<file path="config.mk">
export PLATFORM = sky130hd
export DESIGN_NAME = instr_encoder_loader
export DESIGN_NICKNAME = d
export VERILOG_FILES = /design/src/rtl/instr_encoder_loader.sv
export SDC_FILE = /design/constraint.sdc
export NUM_CORES = 1
export LEC_CHECK = 0
export BUFFER_PORTS_ARGS = -buffer_cell sky130_fd_sc_hd__buf_2
export CORE_ASPECT_RATIO = 0.8
export CORE_MARGIN = 3
export CORE_UTILIZATION = 49
export CTS_BUF_LIST = sky130_fd_sc_hd__clkbuf_8
export DETAILED_ROUTE_END_ITERATION = 8
export GPL_TIMING_DRIVEN = 0
export PLACE_DENSITY = 0.8
export SLEW_MARGIN = 20
export SYNTH_ARGS = -nofsm -noshare
export SYNTH_HDL_FRONTEND = slang
export SYNTH_SLANG_ARGS = --single-unit
</file>
<file path="constraint.sdc">
create_clock -name clk -period 2.1 [get_ports clk]
set_input_delay 0.315 -clock clk [delete_from_list [all_inputs] [get_ports clk]]
set_output_delay 0.315 -clock clk [all_outputs]
set_load 0.1 [all_outputs]
</file>
<file path="src/rtl/instr_encoder_loader.sv">
// Symbolic instruction request to MIPS machine word encoder.
// Streams encoded words into IM from BASE, one load session at a time.
module instr_encoder_loader #(
  parameter logic [31:0] BASE  = 32'h0000_3000,
  parameter int          DEPTH = 1024
) (
  input  logic        clk,
  input  logic        reset,
  input  logic        start,
  input  logic        in_valid,
  output logic        in_ready,
  input  logic [4:0]  in_op,
  input  logic [4:0]  in_rs,
  input  logic [4:0]  in_rt,
  input  logic [4:0]  in_rd,
  input  logic [4:0]  in_shamt,
  input  logic [25:0] in_imm,
  input  logic        in_last,
  output logic        im_we,
  output logic [31:0] im_addr,
  output logic [31:0] im_wdata,
  output logic        busy,
  output logic        done,
  output logic        err,
  output logic [10:0] count
);

  typedef enum logic [1:0] {
    IDLE,
    LOAD,
    DONE
  } state_t;

  state_t      state;
  logic        legal;
  logic        at_depth;
  logic [31:0] enc;
  logic [15:0] imm16;

  assign imm16    = in_imm[15:0];
  assign in_ready = (state == LOAD);
  assign busy     = (state != IDLE);
  assign done     = (state == DONE);
  assign at_depth = (count == 11'(DEPTH - 1));

  // Fields not used by a format are never taken from the inputs.
  always_comb begin
    enc   = 32'h0;
    legal = 1'b1;
    unique case (1'b1)
      (in_op == 5'd0):
        enc = {6'h00, in_rs, in_rt, in_rd, 5'd0, 6'h21};
      (in_op == 5'd1):
        enc = {6'h00, in_rs, in_rt, in_rd, 5'd0, 6'h23};
      (in_op == 5'd2):
        enc = {6'h00, 5'd0, in_rt, in_rd, in_shamt, 6'h00};
      (in_op == 5'd3):
        enc = {6'h00, in_rs, 15'd0, 6'h08};
      (in_op == 5'd4):
        enc = {6'h00, in_rs, in_rt, in_rd, 5'd0, 6'h24};
      (in_op == 5'd5):
        enc = {6'h00, in_rs, in_rt, in_rd, 5'd0, 6'h2A};
      (in_op == 5'd6):
        enc = {6'h00, in_rs, 5'd0, in_rd, 5'd0, 6'h09};
      (in_op == 5'd7):
        enc = {6'h0D, in_rs, in_rt, imm16};
      (in_op == 5'd8):
        enc = {6'h0F, 5'd0, in_rt, imm16};
      (in_op == 5'd9):
        enc = {6'h09, in_rs, in_rt, imm16};
      (in_op == 5'd10):
        enc = {6'h04, in_rs, in_rt, imm16};
      (in_op == 5'd11):
        enc = {6'h2B, in_rs, in_rt, imm16};
      (in_op == 5'd12):
        enc = {6'h29, in_rs, in_rt, imm16};
      (in_op == 5'd13):
        enc = {6'h28, in_rs, in_rt, imm16};
      (in_op == 5'd14):
        enc = {6'h23, in_rs, in_rt, imm16};
      (in_op == 5'd15):
        enc = {6'h21, in_rs, in_rt, imm16};
      (in_op == 5'd16):
        enc = {6'h20, in_rs, in_rt, imm16};
      (in_op == 5'd17):
        enc = {6'h02, in_imm};
      (in_op == 5'd18):
        enc = {6'h03, in_imm};
      default:
        legal = 1'b0;
    endcase
  end

  always_ff @(posedge clk or posedge reset) begin
    if (reset) begin
      state    <= IDLE;
      im_we    <= 1'b0;
      im_addr  <= 32'h0;
      im_wdata <= 32'h0;
      count    <= 11'd0;
      err      <= 1'b0;
    end else begin
      im_we <= 1'b0;
      case (state)
        IDLE: begin
          if (start) begin
            state <= LOAD;
            count <= 11'd0;
            err   <= 1'b0;
          end
        end
        LOAD: begin
          if (in_valid) begin
            if (legal) begin
              im_we    <= 1'b1;
              im_addr  <= BASE + {19'd0, count, 2'b00};
              im_wdata <= enc;
              count    <= count + 11'd1;
              if (at_depth && !in_last)
                err <= 1'b1;
            end else begin
              err <= 1'b1;
            end
            if (in_last || (legal && at_depth))
              state <= DONE;
          end
        end
        DONE:    state <= IDLE;
        default: state <= IDLE;
      endcase
    end
  end

endmodule
</file>
==> results.json, run 1 <==
{
  "end_kind": "register",
  "via_count": 3113,
  "die-area_sq_um": 7270,
  "rows": 25,
  "min_period_ns": 1.83,
  "setup_ws_ns": 0.266,
  "synth_edf_count": 0,
  "async_reset_ff_frac": 1.00,
  "cts_resized": 0,
  "rsz0062_at_grt": "no",
  "placed_area_sq_um": 3820,
  "slew_headroom": 0.461,
  "overflow": 0,
  "syn_to_final_growth_pct": 31.5,
  "p_seq_frac": 0.235,
  "final_max_slew_viol_count": 0,
  "grt_usage": 0.242,
  "fin_area_sq_um": 4050,
  "initial_core_util": 0.513,
  "ant_nets": 0,
  "internal-power_w": 0.00281,
  "total_power_w": 0.00727,
  "num_io_pins": 136,
  "clock-sinks": 58,
  "grt_pass1_vias": 2873,
  "tightest_slew_ns": 0.806,
  "leakage_nw": 2.05,
  "p_clk_frac": 0.159,
  "grt_antenna_before_repair": 0,
  "ys_ff_latch": 58,
  "finalHoldViolations": 0,
  "p_sw_frac": 0.614,
  "grt_first_pass_wirelength_um": 14000,
  "synth.avg_cell_area_sq_um": 8.95,
  "crit_arrival_ns": 2.09,
  "use_met1": 0.347,
  "r2r_end": "count[6]$_DFFE_PP0P_",
  "cts_hold_buf": 0,
  "cts_tree": "built",
  "cp-start-kind": "register",
  "drive_gt1_frac": 0.348,
  "cts_root_buf": "clkbuf_8",
  "required_ns": 2.36,
  "cts_buffers": 9,
  "comb_power_share": 0.606,
  "globalplace.congestion": 0.855,
  "numPortBuffers": 112,
  "fin_crit_sh": 0.874,
  "drc": 0,
  "max_freq_mhz": 545,
  "use_met2": 0.370,
  "whs_ns": 0.0956,
  "grt_max_degree": 59,
  "dpl_worst_slack_ns": 0.129,
  "avgViaCountPerCell": 5.44,
  "dp_hpwl_um": 6380,
  "busiest_layer": "met2",
  "final_common_cell": "buf_2",
  "power_density_nw_per_um2": 1800,
  "ys_types": 58,
  "drt_iter0_drc": 214,
  "num_antenna_cells": 0,
  "cts_buffer_depth": 2,
  "num-nets-final": 543,
  "syn_area_sq_um": 3080,
  "post_cts_buffers": 0,
  "mostFrequentLayoutCells": "117 x buf_2, 54 x dfrtp_1, 52 x nand2_1",
  "met3_usage": 0.0451,
  "core_area_sq_um": 6010,
  "r2r_slack_ns": 0.27,
  "first_pass_iters": 5,
  "clkLatencyLatePin_ns": 0.34,
  "path_max_fanout": 10,
  "reg2reg_from": "state[1]$_DFFE_PP0P_",
  "worst_ir_drop_vdd_mv": 1.10,
  "cts.clk_slew.worst_paths_ns": 0.07,
  "maxCapViolCount": 0,
  "h-tree-depth": 3,
  "status": "complete, no violations",
  "setup_viol": 0,
  "die_w_um": 94.6,
  "hp-class": "in -> async",
  "die_h_um": 76.9,
  "wirelength_um": 8660,
  "crit_type": "reg -> reg",
  "fin_skew_ns": 0.00193,
  "reg2regPathDepth": 5,
  "yosys_warnings": 0,
  "syn-instance-count": 344,
  "p_switching_w": 0.00447,
  "yosys_most_used_dff": "dfrtp_1",
  "ys_seq_area_frac": 0.472,
  "routedWlPerCell_um": 15.1
}
-- critical path: stages (launching register included) --
cell and delay (ns):
dfrtp_1 0.46, and3b_1 0.35, o21ai_2 0.11, buf_6 0.15
or4_1 0.51, a21oi_1 0.17
-- synth_stat cells, drive strengths merged (2+ instances only) --
library cell | number | area share
a221oi | 16 | 0.046
nand2 | 52 | 0.063
a21oi | 25 | 0.041
a41oi | 2 | 0.0057
or4 | 5 | 0.012
a211oi | 4 | 0.015
mux2i | 2 | 0.0065
o221ai | 2 | 0.0057
o41ai | 2 | 0.0057
xnor2 | 2 | 0.0057
a31oi | 3 | 0.0061
inv | 8 | 0.0098
buf | 30 | 0.069
o21ai | 18 | 0.030
nand4 | 2 | 0.0041
nor3b | 2 | 0.0049
nor2 | 45 | 0.056
nor2b | 5 | 0.010
o31ai | 6 | 0.015
nand3 | 9 | 0.015
and3 | 2 | 0.0041
clkbuf | 12 | 0.015
dfrtp | 58 | 0.47
o311ai | 2 | 0.0057
or2 | 2 | 0.0041
nor3 | 3 | 0.0049
a22o | 2 | 0.0057
-- per-layer routing --
| metal | wire [um] | up-vias |
|---|---|---|
| met4 | 130 | 0 |
| met5 | 0 | - |
| met2 | 3950 | 140 |
| li1 | - | 1474 |
| met1 | 3960 | 1485 |
| met3 | 612 | 14 |
-- state kept, by name, indices dropped and copies added (netlist names) --
register,cells
im_wdata,31
im_addr,12
count,11
state,2
err,1
im_we,1
-- how the worst max path moves through the flow --
stage                         start  cells after the start                  endpoint
6_report       state[1]$_DFFE_PP0P_                      5      count[6]$_DFFE_PP0P_
5_1_grt        state[1]$_DFFE_PP0P_                      6  im_wdata[21]$_DFFE_PP0P_
4_1_cts        state[0]$_DFFE_PP0P_                      2                  in_ready
3_5_place_dp               in_op[2]                      7  im_wdata[12]$_DFFE_PP0P_
3_3_place_gp                  reset                      2      count[3]$_DFFE_PP0P_
2_1_floorplan  state[1]$_DFFE_PP0P_                      1                      done
-- cell type report --
class / count / area [sq um]
Inverter: 8 / 32.5
Clock inverter: 7 / 103
Clock buffer: 9 / 124
Fill cell: 526 / 1960
Sequential cell: 58 / 1460
Multi-Input combinational cell: 255 / 1410
Tap cell: 81 / 101
Timing Repair Buffer: 112 / 561
Buffer: 42 / 258
-- power by group through the flow --
stage,registers (W),clock network [W],logic (W)
finish,0.00171,0.00116,0.00441
global route,0.00176,0.00122,0.00458
CTS,0.00170,0.00118,0.00442
detailed placement,0.00172,0,0.00441
global placement,0.00171,0,0.00437
floorplan,0.00432,0,0.00111
-- metrics by stage --
step | instances | TNS, ns | utilization
after detailed placement | 556 | 0 | 0.636
after CTS | 572 | 0 | 0.674
final | 572 | 0 | 0.674
after global routing | 572 | 0 | 0.674
after global placement | 556 | -21.25 | 0.636
after floorplan | 363 | -0.00354 | -
-- cell families (layout without fill, tap and decap cells) --
kind of cell    Yosys count  in the layout  share of synthesized area
simple gates            136            136                      0.202
compound gates           94             94                      0.216
flops                    58             58                      0.472
buf+inv                  50            178                     0.0935
xor+xnor                  2              2                    0.00569
mux                       2              2                    0.00650
fa+ha+maj                 1              1                    0.00406
other cells               1             20                    0.00122
Power figures use the tool's default switching activity.
==> inputs of run 2 (changes only) <==
CORE_UTILIZATION = 35   (was 49)
PLACE_DENSITY = 0.6   (was 0.8)
==> run 2 against run 1 <==
Compared with the run above: largest cell class unchanged; wire length is 6.5% higher; global-route usage is 5.7 points lower; sequential cell count stayed put; setup slack worse by 0.016 ns; critical path type is now reg -> out.
==> results.json, run 2 (same netlist as run 1, synthesis figures left out) <==
{
  "status": "complete, no violations",
  "fillers": 828,
  "h-tree-depth": 3,
  "leakage_nw": 2.07,
  "min_period_ns": 1.85,
  "die-area_sq_um": 9960,
  "setup_viol": 0,
  "cts_resized": 0,
  "crit_type": "reg -> out",
  "grt_first_pass_wirelength_um": 15100,
  "largest_reg_flops": 31,
  "cp-start-kind": "register",
  "finalHoldViolations": 0,
  "grt_max_degree": 55,
  "fin_skew_ns": 0.00697,
  "rsz0062_at_grt": "no",
  "cts.clk_slew.worst_paths_ns": 0.07,
  "power_density_nw_per_um2": 1760,
  "drc": 0,
  "seqCellArea_sq_um": 1460,
  "via_count": 3021,
  "path_max_fanout": 9,
  "overflow": 0,
  "rows": 29,
  "post_cts_buffers": 0,
  "cts_root_buf": "clkbuf_8",
  "numPortBuffers": 112,
  "total_power_w": 0.00723,
  "maxCapViolCount": 0,
  "globalplace.congestion": 0.881,
  "required_ns": 1.78,
  "final_max_slew_viol_count": 0,
  "syn_to_final_growth_pct": 33.2,
  "hp-class": "in -> reg",
  "worst_ir_drop_vdd_mv": 1.38,
  "tightest_slew_ns": 0.795,
  "avgViaCountPerCell": 5.04,
  "final_common_cell": "buf_2",
  "fin_crit_sh": 0.881,
  "ant_nets": 0,
  "regMostFlops": "im_wdata",
  "drive_gt1_frac": 0.348,
  "core_area_sq_um": 8240,
  "die_w_um": 111,
  "grt_pass1_vias": 2933,
  "utilization": 0.498,
  "end_kind": "primary output",
  "slowest_stage": "dfrtp_1",
  "max_freq_mhz": 540,
  "mostFrequentLayoutCells": "117 x buf_2, 54 x dfrtp_1, 52 x nand2_1",
  "reg2regPathDepth": 5,
  "multiInputGateArea_sq_um": 1410,
  "drt_iter0_drc": 170,
  "path_cells": "nor2b_2 > buf_2",
  "die_h_um": 89.9,
  "num-nets-final": 545,
  "critPathMaxStageDelay_ns": 0.48,
  "first_pass_iters": 4,
  "routedWlPerCell_um": 15.4,
  "crit_arrival_ns": 1.54,
  "num_io_pins": 136,
  "hold_depth": 3,
  "grt_antenna_before_repair": 0,
  "clkLatencyLatePin_ns": 0.34,
  "cts_tree": "built",
  "top_regs": "im_wdata x31, im_addr x12, count x11",
  "whs_ns": 0.217,
  "wirelength_um": 9220,
  "clock-sinks": 58,
  "num_antenna_cells": 0,
  "slew_headroom": 0.468,
  "cts_buffer_depth": 2,
  "grt_usage": 0.185,
  "dp_hpwl_um": 6860,
  "cts_buffers": 9,
  "initial_core_util": 0.374
}
==> run 2: cell count changes in the layout (fill, tap and decap cells not counted) <==
| cell | previous run | this run |
|---|---|---|
| clkinv_2 | 0 | 3 |
| clkinv_4 | 3 | 0 |
| buf_16 | 0 | 1 |
| dlygate4sd3_1 | 0 | 1 |
| inv_6 | 1 | 0 |
==> run 2: path summary, 6_finish.rpt <==
kind / from / end / slack [ns]
max: state[0]$_DFFE_PP0P_ / in_ready / 0.25
min: in_imm[4] / im_wdata[4]$_DFFE_PP0P_ / 0.22
max reg2reg: state[1]$_DFFE_PP0P_ / count[10]$_DFFE_PP0P_ / 0.25
min reg2reg: im_addr[6]$_DFFE_PP0P_ / im_addr[6]$_DFFE_PP0P_ / 0.47
max in group asynchronous: reset / count[6]$_DFFE_PP0P_ / 1.24
min in group asynchronous: reset / im_addr[8]$_DFFE_PP0P_ / 0.39
==> run 2: final cells by class <==
class | instances | area share
Buffer | 42 | 0.0629
Clock buffer | 9 | 0.0302
Clock inverter | 6 | 0.0201
Inverter | 8 | 0.00794
Multi-Input combinational cell | 255 | 0.345
Sequential cell | 58 | 0.355
Tap cell | 108 | 0.0330
Timing Repair Buffer | 114 | 0.146
==> run 2: what timing repair did <==
action,4_1_cts,5_1_grt
setup endpoints to repair,0,0
hold endpoints to repair,4,0
hold buffers,1,0
==> run 2: critical path, delay by kind of cell, from the launching register on <==
family | cells | cell delay [ns]
DFF | 1 | 0.48
buffers and inverters | 1 | 0.46
and+or+nand+nor | 1 | 0.26
==> run 2: stage by stage <==
stage                     setup WS [ns]  area, sq um  instances  TNS [ns]
after floorplan                -0.00354         3160        363  -0.00354
after global placement           -0.676         3850        583    -28.97
after detailed placement         0.0778         3880        584         0
after CTS                         0.229         4100        600         0
after global routing              0.111         4100        600         0
final                             0.250         4100        600         0
==> run 2: where the power goes <==
part | switching, W | leakage [nW] | internal, W
sequential | 0.000230 | 0.728 | 0.00149
clock | 0.000445 | 0.105 | 0.000654
combinational | 0.00377 | 1.23 | 0.000650
==> run 2: layer usage <==
layer,track usage,wire length [um],vias up,share of wire
li1,-,-,1471,-
met1,0.263,4390,1427,0.48
met2,0.276,4070,112,0.44
met3,0.0530,624,11,0.068
met4,0.0513,137,0,0.015
met5,0,0,-,0
